--- src/rtl/riscv_lsu.sv ---
// Load-store unit: turns core byte accesses into word-aligned memory requests,
// formats store lanes, extends load data, and flags faulted or timed-out accesses.
module riscv_lsu #(
  parameter int unsigned TIMEOUT_CYCLES = 16
) (
  input  logic        clk_i,
  input  logic        rst_i,
  input  logic        core_req_i,
  input  logic        core_we_i,
  input  logic [2:0]  core_size_i,
  input  logic [31:0] core_addr_i,
  input  logic [31:0] core_wd_i,
  output logic [31:0] core_rd_o,
  output logic        core_stall_o,
  output logic        core_err_o,
  output logic        mem_req_o,
  output logic        mem_we_o,
  output logic [3:0]  mem_be_o,
  output logic [31:0] mem_addr_o,
  output logic [31:0] mem_wd_o,
  input  logic [31:0] mem_rd_i,
  input  logic        mem_ready_i
);

  localparam int unsigned CNT_W = $clog2(TIMEOUT_CYCLES) + 1;

  typedef enum logic [1:0] {
    S_IDLE = 2'd0,
    S_WAIT = 2'd1,
    S_RESP = 2'd2
  } state_e;

  state_e           state_q, state_d;
  logic [CNT_W-1:0] cnt_q, cnt_d;
  logic [31:0]      rd_q, rd_d;
  logic             err_q, err_d;
  logic [2:0]       size_q, size_d;
  logic [1:0]       off_q, off_d;
  logic             we_q, we_d;

  logic             fault_c;
  logic             misaligned_c;
  logic             illegal_c;
  logic [3:0]       be_fmt_c;
  logic [31:0]      wd_fmt_c;
  logic [31:0]      ld_ext_c;
  logic [7:0]       ld_byte_c;
  logic [15:0]      ld_half_c;
  logic             issue_c;
  logic             active_c;

  // Fault classification of the access presented by the core
  always_comb begin
    misaligned_c = 1'b0;
    illegal_c    = 1'b0;
    case (core_size_i)
      3'd0, 3'd4: misaligned_c = 1'b0;
      3'd1, 3'd5: misaligned_c = core_addr_i[0];
      3'd2:       misaligned_c = |core_addr_i[1:0];
      default:    illegal_c    = 1'b1;
    endcase
    if (core_we_i && (core_size_i == 3'd4 || core_size_i == 3'd5)) begin
      illegal_c = 1'b1;
    end
    fault_c = misaligned_c | illegal_c;
  end

  // Byte enables and lane-replicated store data
  always_comb begin
    be_fmt_c = 4'b1111;
    wd_fmt_c = 32'h0;
    if (core_we_i) begin
      case (core_size_i[1:0])
        2'd0: begin
          be_fmt_c = 4'b0001 << core_addr_i[1:0];
          wd_fmt_c = {4{core_wd_i[7:0]}};
        end
        2'd1: begin
          be_fmt_c = core_addr_i[1] ? 4'b1100 : 4'b0011;
          wd_fmt_c = {2{core_wd_i[15:0]}};
        end
        default: begin
          be_fmt_c = 4'b1111;
          wd_fmt_c = core_wd_i;
        end
      endcase
    end
  end

  // Load lane select and extension using the latched size/offset
  always_comb begin
    case (off_q)
      2'd0:    ld_byte_c = mem_rd_i[7:0];
      2'd1:    ld_byte_c = mem_rd_i[15:8];
      2'd2:    ld_byte_c = mem_rd_i[23:16];
      default: ld_byte_c = mem_rd_i[31:24];
    endcase
    ld_half_c = off_q[1] ? mem_rd_i[31:16] : mem_rd_i[15:0];
    case (size_q)
      3'd0:    ld_ext_c = {{24{ld_byte_c[7]}}, ld_byte_c};
      3'd1:    ld_ext_c = {{16{ld_half_c[15]}}, ld_half_c};
      3'd4:    ld_ext_c = {24'h0, ld_byte_c};
      3'd5:    ld_ext_c = {16'h0, ld_half_c};
      default: ld_ext_c = mem_rd_i;
    endcase
  end

  assign issue_c  = (state_q == S_IDLE) && core_req_i && !fault_c;
  assign active_c = issue_c || (state_q == S_WAIT);

  // Next-state logic
  always_comb begin
    state_d = state_q;
    cnt_d   = cnt_q;
    rd_d    = rd_q;
    err_d   = err_q;
    size_d  = size_q;
    off_d   = off_q;
    we_d    = we_q;
    case (state_q)
      S_IDLE: begin
        if (core_req_i) begin
          if (fault_c) begin
            err_d   = 1'b1;
            rd_d    = 32'h0;
            state_d = S_RESP;
          end else begin
            size_d  = core_size_i;
            off_d   = core_addr_i[1:0];
            we_d    = core_we_i;
            cnt_d   = '0;
            state_d = S_WAIT;
          end
        end
      end
      S_WAIT: begin
        cnt_d = cnt_q + CNT_W'(1);
        // A ready in the expiry cycle still completes normally
        if (mem_ready_i) begin
          rd_d    = we_q ? 32'h0 : ld_ext_c;
          err_d   = 1'b0;
          state_d = S_RESP;
        end else if (cnt_d == CNT_W'(TIMEOUT_CYCLES)) begin
          rd_d    = 32'h0;
          err_d   = 1'b1;
          state_d = S_RESP;
        end
      end
      S_RESP: begin
        cnt_d   = '0;
        state_d = S_IDLE;
      end
      default: begin
        state_d = S_IDLE;
      end
    endcase
  end

  always_ff @(posedge clk_i or negedge rst_i) begin
    if (!rst_i) begin
      state_q <= S_IDLE;
      cnt_q   <= '0;
      rd_q    <= 32'h0;
      err_q   <= 1'b0;
      size_q  <= 3'd0;
      off_q   <= 2'd0;
      we_q    <= 1'b0;
    end else begin
      state_q <= state_d;
      cnt_q   <= cnt_d;
      rd_q    <= rd_d;
      err_q   <= err_d;
      size_q  <= size_d;
      off_q   <= off_d;
      we_q    <= we_d;
    end
  end

  // Outputs follow the held core inputs; everything is forced low during reset
  always_comb begin
    mem_req_o    = 1'b0;
    mem_we_o     = 1'b0;
    mem_be_o     = 4'b0000;
    mem_addr_o   = 32'h0;
    mem_wd_o     = 32'h0;
    core_stall_o = 1'b0;
    core_rd_o    = 32'h0;
    core_err_o   = 1'b0;
    if (rst_i) begin
      if (active_c) begin
        mem_req_o  = 1'b1;
        mem_we_o   = core_we_i;
        mem_be_o   = be_fmt_c;
        mem_addr_o = {core_addr_i[31:2], 2'b00};
        mem_wd_o   = wd_fmt_c;
      end
      core_stall_o = ((state_q == S_IDLE) && core_req_i) || (state_q == S_WAIT);
      if (state_q == S_RESP) begin
        core_rd_o  = rd_q;
        core_err_o = err_q;
      end
    end
  end

endmodule
--- config.mk ---
export PLATFORM = sky130hd
export DESIGN_NAME = riscv_lsu
export DESIGN_NICKNAME = d
export VERILOG_FILES = /design/src/rtl/riscv_lsu.sv
export SDC_FILE = /design/constraint.sdc
export NUM_CORES = 1
export LEC_CHECK = 0
export BUFFER_PORTS_ARGS = -buffer_cell sky130_fd_sc_hd__buf_2
export CAP_MARGIN = 20
export CELL_PAD_IN_SITES_DETAIL_PLACEMENT = 1
export CELL_PAD_IN_SITES_GLOBAL_PLACEMENT = 2
export CORE_AREA = 2 2 124 126
export CTS_CLUSTER_SIZE = 40
export DETAILED_ROUTE_END_ITERATION = 10
export DIE_AREA = 0 0 126 128
export MAX_ROUTING_LAYER = met4
export PLACE_DENSITY = 0.81
export SKIP_CTS_REPAIR_TIMING = 1
export SLEW_MARGIN = 20
export SYNTH_ARGS = -nofsm -noshare
export SYNTH_HDL_FRONTEND = slang
export SYNTH_SLANG_ARGS = --single-unit
--- constraint.sdc ---
create_clock -name clk_i -period 2.4 [get_ports clk_i]
set_input_delay 0 -clock clk_i [delete_from_list [all_inputs] [get_ports clk_i]]
set_output_delay 0 -clock clk_i [all_outputs]
set_load 0.01 [all_outputs]
* After elaboration in Yosys (flattened, before gate mapping)
Cells that the tools add are included.
Widths: inputs -> output; s select.
** Word-level totals
- Memories :: 0
- Bits in read-only memories :: 0
- Bits of input ports :: 104
- Bits in writable memories :: 0
- Latch bits :: 0
- Flip-flop bits (word level) :: 46
** Cells by class
- Div/mod/pow operators :: 0
- Reduce and logical (&&, ||, !) cells :: 21
- Multipliers :: 0
- Shift operators :: 1
- Order comparisons :: 0
- Bitwise gates (word level) :: 2
- Muxes and demuxes :: 45
- $add $sub $neg :: 1
- Equality and inequality tests :: 17
** Operators with widths (count)
- $mux 32 :: 12
- $pmux 32 s2 :: 2
- $pmux 32 s4 :: 1
- $pmux 8 s3 :: 1
- $mux 16 :: 1
- $mux 4 :: 4
- $pmux 5 s3 :: 1
- $mux 1 :: 13
- $eq 3x3->1 const B :: 4
- $mux 5 :: 2
- $mux 2 :: 4
- $pmux 4 s2 :: 1
- $eq 2x1->1 const B :: 3
- $eq 3x1->1 const B :: 2
- $logic_not 2->1 :: 3
- $logic_not 3->1 :: 2
- $ne 2x2->1 const B :: 3
- $reduce_and 3->1 :: 2
- $add 5x1->5 const B :: 1
- $eq 5x5->1 const B :: 1
- $reduce_or 5->1 :: 1
- $eq 2x2->1 const B :: 2
- $pmux 1 s2 :: 2
- $pmux 2 s2 :: 1
- other kinds (13) :: 18

* Longest topological paths before layout
- Depth in word-level cells :: 10
- Depth in mapped cells :: 7

* Worst setup path after synthesis
No wires, ideal clock.
- Kind :: reg2reg
- From :: reg size_q[0]
- To :: reg rd_q[0]
- Slack :: 0.625 ns
- Period minus slack after synthesis :: 1.775 ns
- Arrival :: 1.646 ns
- Cell stages (with the launch flop) :: 8
- Cell sequence :: dfrtp_1 -> clkbuf_1 -> nor2b_1 -> clkbuf_1 -> o21ba_2 -> clkbuf_1 -> mux2i_1 -> o2bb2ai_1
** On the way
- Cells in the longest elaborated chain, start to end :: 5
** RTL lines
- start, declared :: line 37 : logic [2:0] size_q, size_d;
- start signal, assigned :: line 173 : size_q <= size_d;
- $eq 3x3->1, or another cell as far along :: line 99 : case (size_q)
- $pmux 32 s4 (*) :: line 99
- $mux 32 (*) :: line 140 : rd_d = we_q ? 32'h0 : ld_ext_c;
- $mux 32 (*) :: line 139 : if (mem_ready_i) begin
- $pmux 32 s2 (*) :: line 120 : case (state_q)
- end signal, assigned :: line 171 : rd_q <= rd_d;
- end, declared :: line 35 : logic [31:0] rd_q, rd_d;
Mark *: on every way between the ends. The rest lies on a longest branch, timed or not.
A chain may end at the register's enable or synchronous reset.

* Worst setup path after layout
- From :: reg state_q[0]
- To :: out mem_wd_o[20]
** On the way
- Cells in the longest elaborated chain, start to end :: 6
** RTL lines
- start, declared :: line 33 : state_e state_q, state_d;
- start signal, assigned :: line 169 : state_q <= state_d;
- $logic_not 2->1 :: line 108 : assign issue_c = (state_q == S_IDLE) && core_req_i && !fault_c;
- $logic_and 1x1->1 (2 in a row) :: line 108
- $logic_or 1x1->1 (*) :: line 109 : assign active_c = issue_c || (state_q == S_WAIT);
- $mux 32 (*) :: line 190 : if (active_c) begin
- $mux 32 (*) :: line 189 : if (rst_i) begin
- end, declared :: line 20 : output logic [31:0] mem_wd_o,
Marks and branches as above.

==> impl_metrics.yaml <==
worst_setup_path:
  start_kind: "register"
  cp_num_buf_inv: 2
  rrSetupSlack_ps: 480
  crit_chain: "clkinv_1, a211o_4, nor2_1, buf_2"
  endpoint_kind: "output port"
  cp_max_fo: 25
  slowest_delay_ps: 560
  critPathArrivalTime_ps: 2150
  crit_slowest_cell: "dfrtp_1"
  crit_family: "flip-flops"
  cp.required_ps: 2400
  worstSetupPathType: "reg -> out"
synthesis:
  synth_enable_flop_cells: 0
  ys_types: 51
  ys_ff_latch: 46
  synth_ff_type: "dfrtp_1"
  synth-warning-count: 0
  async_reset_ff_share_pct: 100.0
  syn_area_per_cell_sq_um: 8.727
  netlist_area_sq_um: 3508
  synth_cells: 402
  yosysSeqAreaShare_pct: 32.81
cts:
  path_clk_slew_ps: 70
  root_buffer: "clkbuf_16"
  cts_tree: "yes"
  numCtsBuffers: 5
  cts_max_level: 2
  clock-sinks: 46
  clk_latency_ps: 290
  cts_buffer_depth: 2
final_layout:
  stdcell_count: 784
  drive_gt1_share_pct: 43.03
  area_growth_syn_to_layout_pct: 40.12
  nNetsFinal: 699
  mostFrequentLayoutCells: "buf_2, and2_1, dfrtp_1"
  mostFrequentLayoutCell: "buf_2"
floorplanning:
  ios: 208
  die_h_um: 128
  placementRows: 45
  start_util_pct: 23.60
  die-area_sq_um: 16130
  die_width_um: 126
  core_area_sq_um: 14860
outcome:
  violations: "negative hold slack"
  outcome: "finished with violations"
detailed_routing:
  drc: 0
  dr.first_iter.drc_count: 142
  drt_pass1_iterations: 4
  via_per_inst: 4.832
  avgRoutedWirePerCell_um: 17.11
  wl_um: 13410
  dr_total_vias: 3788
  postRouteAntennaNets: 0
sta:
  finalSetupViolations: 0
  finalHoldViolations: 2
  finalCritPeriodShare_pct: 89.42
  grt_setup_unrepaired: "no"
  slew_violations: 0
  whs_ps: -5.722
  max_freq_mhz: 466.0
  finClkSkew_ps: 5.232
  period_needed_ps: 2146
  relSlewSlack_pct: 54.48
  max_slew.worst_pin.slew_ps: 682.8
  setup-tns-final_ps: 0
pwr:
  p_int_mw: 1.959
  p_leak_nw: 2.619
  switchingPower_mw: 1.062
  p_sw_share_pct: 35.17
  p_per_area_nw_per_um2: 614.6
  p_seq_share_pct: 36.9
  ir_drop_uv: 297.0
  clockPowerShare_pct: 26.2
  combPwrFrac_pct: 36.9
global_route:
  grt_max_degree: 44
  grt_pass1_vias: 4021
  overflow: 0
  grt_usage_pct: 16.91
  grt_pass1_wl_um: 21210
  antenna_found_initial: 1
hold_path:
  hp-class: "in -> reg"
placement:
  place.port_buffers: 205
  dpl.cell_count: 774
  hpwlAfterDp_um: 10850
  gp_congestion: 0.8500
job:
  cap_violations: 0
## power by group through the flow
stage / sequential, mW / clock (mW) / combinational [mW]
final: 1.11 / 0.792 / 1.12
after global routing: 1.14 / 0.834 / 1.23
after CTS: 1.11 / 0.808 / 1.13
after detailed placement: 1.13 / 0 / 1.12
after global placement: 1.12 / 0 / 1.09
after floorplan: 1.02 / 0 / 0.789
## cells in the mapped netlist (all sizes together), types with 2 or more instances
master    n  area [sq um]
a21boi    2         15.01
o2bb2ai   9         78.83
clkbuf   25         95.09
o311ai    2         17.52
buf       9         60.05
a32o     16         160.2
dfrtp    46          1151
mux2i    23         230.2
a21oi    21         127.6
nor2b     5         31.28
mux2     20         225.2
nand2    19         71.32
nand3    15         75.07
and2     67         419.2
inv       9         33.78
and3      9         56.30
nor2     31         116.4
o21ai    19         95.09
nor3      2         10.01
a31oi     2         12.51
nor3b     2         15.01
nand2b   19         118.9
a221o     9         90.09
## kinds of logic (layout without fill, tap and decap cells)
kind of cell	count (synthesis)	in the layout	share of synthesized area (%)
AND/OR/NAND/NOR	177	177	28.00
flip-flops	46	46	32.81
other	1	3	0.1069
AO/OA/AOI/OAI	88	88	19.37
adder cells (fa/ha/maj)	1	1	0.3566
XOR/XNOR	1	1	0.2497
multiplexers	44	44	13.62
buffers and inverters	44	236	5.492
## tightest hold or removal path, cell delays in order
cell       delay [ps]
buf_2              70
mux2i_1            60
o2bb2ai_1         120
## sequential cells by signal (all words and copies together) (netlist names)
register  cells
cnt_q         5
we_q          1
state_q       2
off_q         2
rd_q         32
size_q        3
err_q         1
## path summary, 6_finish.rpt
| check | startpoint | to | cells after the start |
|---|---|---|---|
| setup / recovery | state_q[0]$_DFFE_PN0P_ | mem_wd_o[20] | 4 |
| hold / removal | mem_rd_i[2] | rd_q[2]$_DFFE_PN0P_ | 3 |
| setup reg to reg | state_q[1]$_DFFE_PN0P_ | rd_q[10]$_DFFE_PN0P_ | 4 |
| hold reg to reg | rd_q[4]$_DFFE_PN0P_ | rd_q[4]$_DFFE_PN0P_ | 1 |
| max in group asynchronous | rst_i | rd_q[31]$_DFFE_PN0P_ | 3 |
| min in group asynchronous | rst_i | cnt_q[3]$_DFFE_PN0P_ | 2 |
## area by class of cell
class	count	area, sq um
fill	1852	9948
multi-input combinational	313	2185
sequential	46	1151
timing repair buffer	218	1139
tap	188	235.2
clock buffer	6	128.9
clock inverter	2	37.54
inverter	10	37.54
antenna	1	2.502
## routing by layer
metal	vias up	global-route usage, %	share of wire (%)
met5	-	-	0
met4	0	4.590	1.5
li1	1812	-	-
met1	1788	19.55	41
met2	173	29.70	50
met3	15	3.715	7.3
## stage by stage
step	worst slack (ps)	utilization (%)	area (sq um)	hold slack (ps)	total power, mW
after floorplan	625.2	-	3512	-295.6	1.812
after global placement	553.5	31.86	4736	0.8129	2.203
after detailed placement	452.5	31.86	4736	3.513	2.251
after CTS	132.3	32.98	4902	-306.8	3.048
after global routing	88.80	33.07	4916	3.484	3.207
final	254.0	33.07	4916	-5.722	3.021
(Power assumes the default switching activity.)
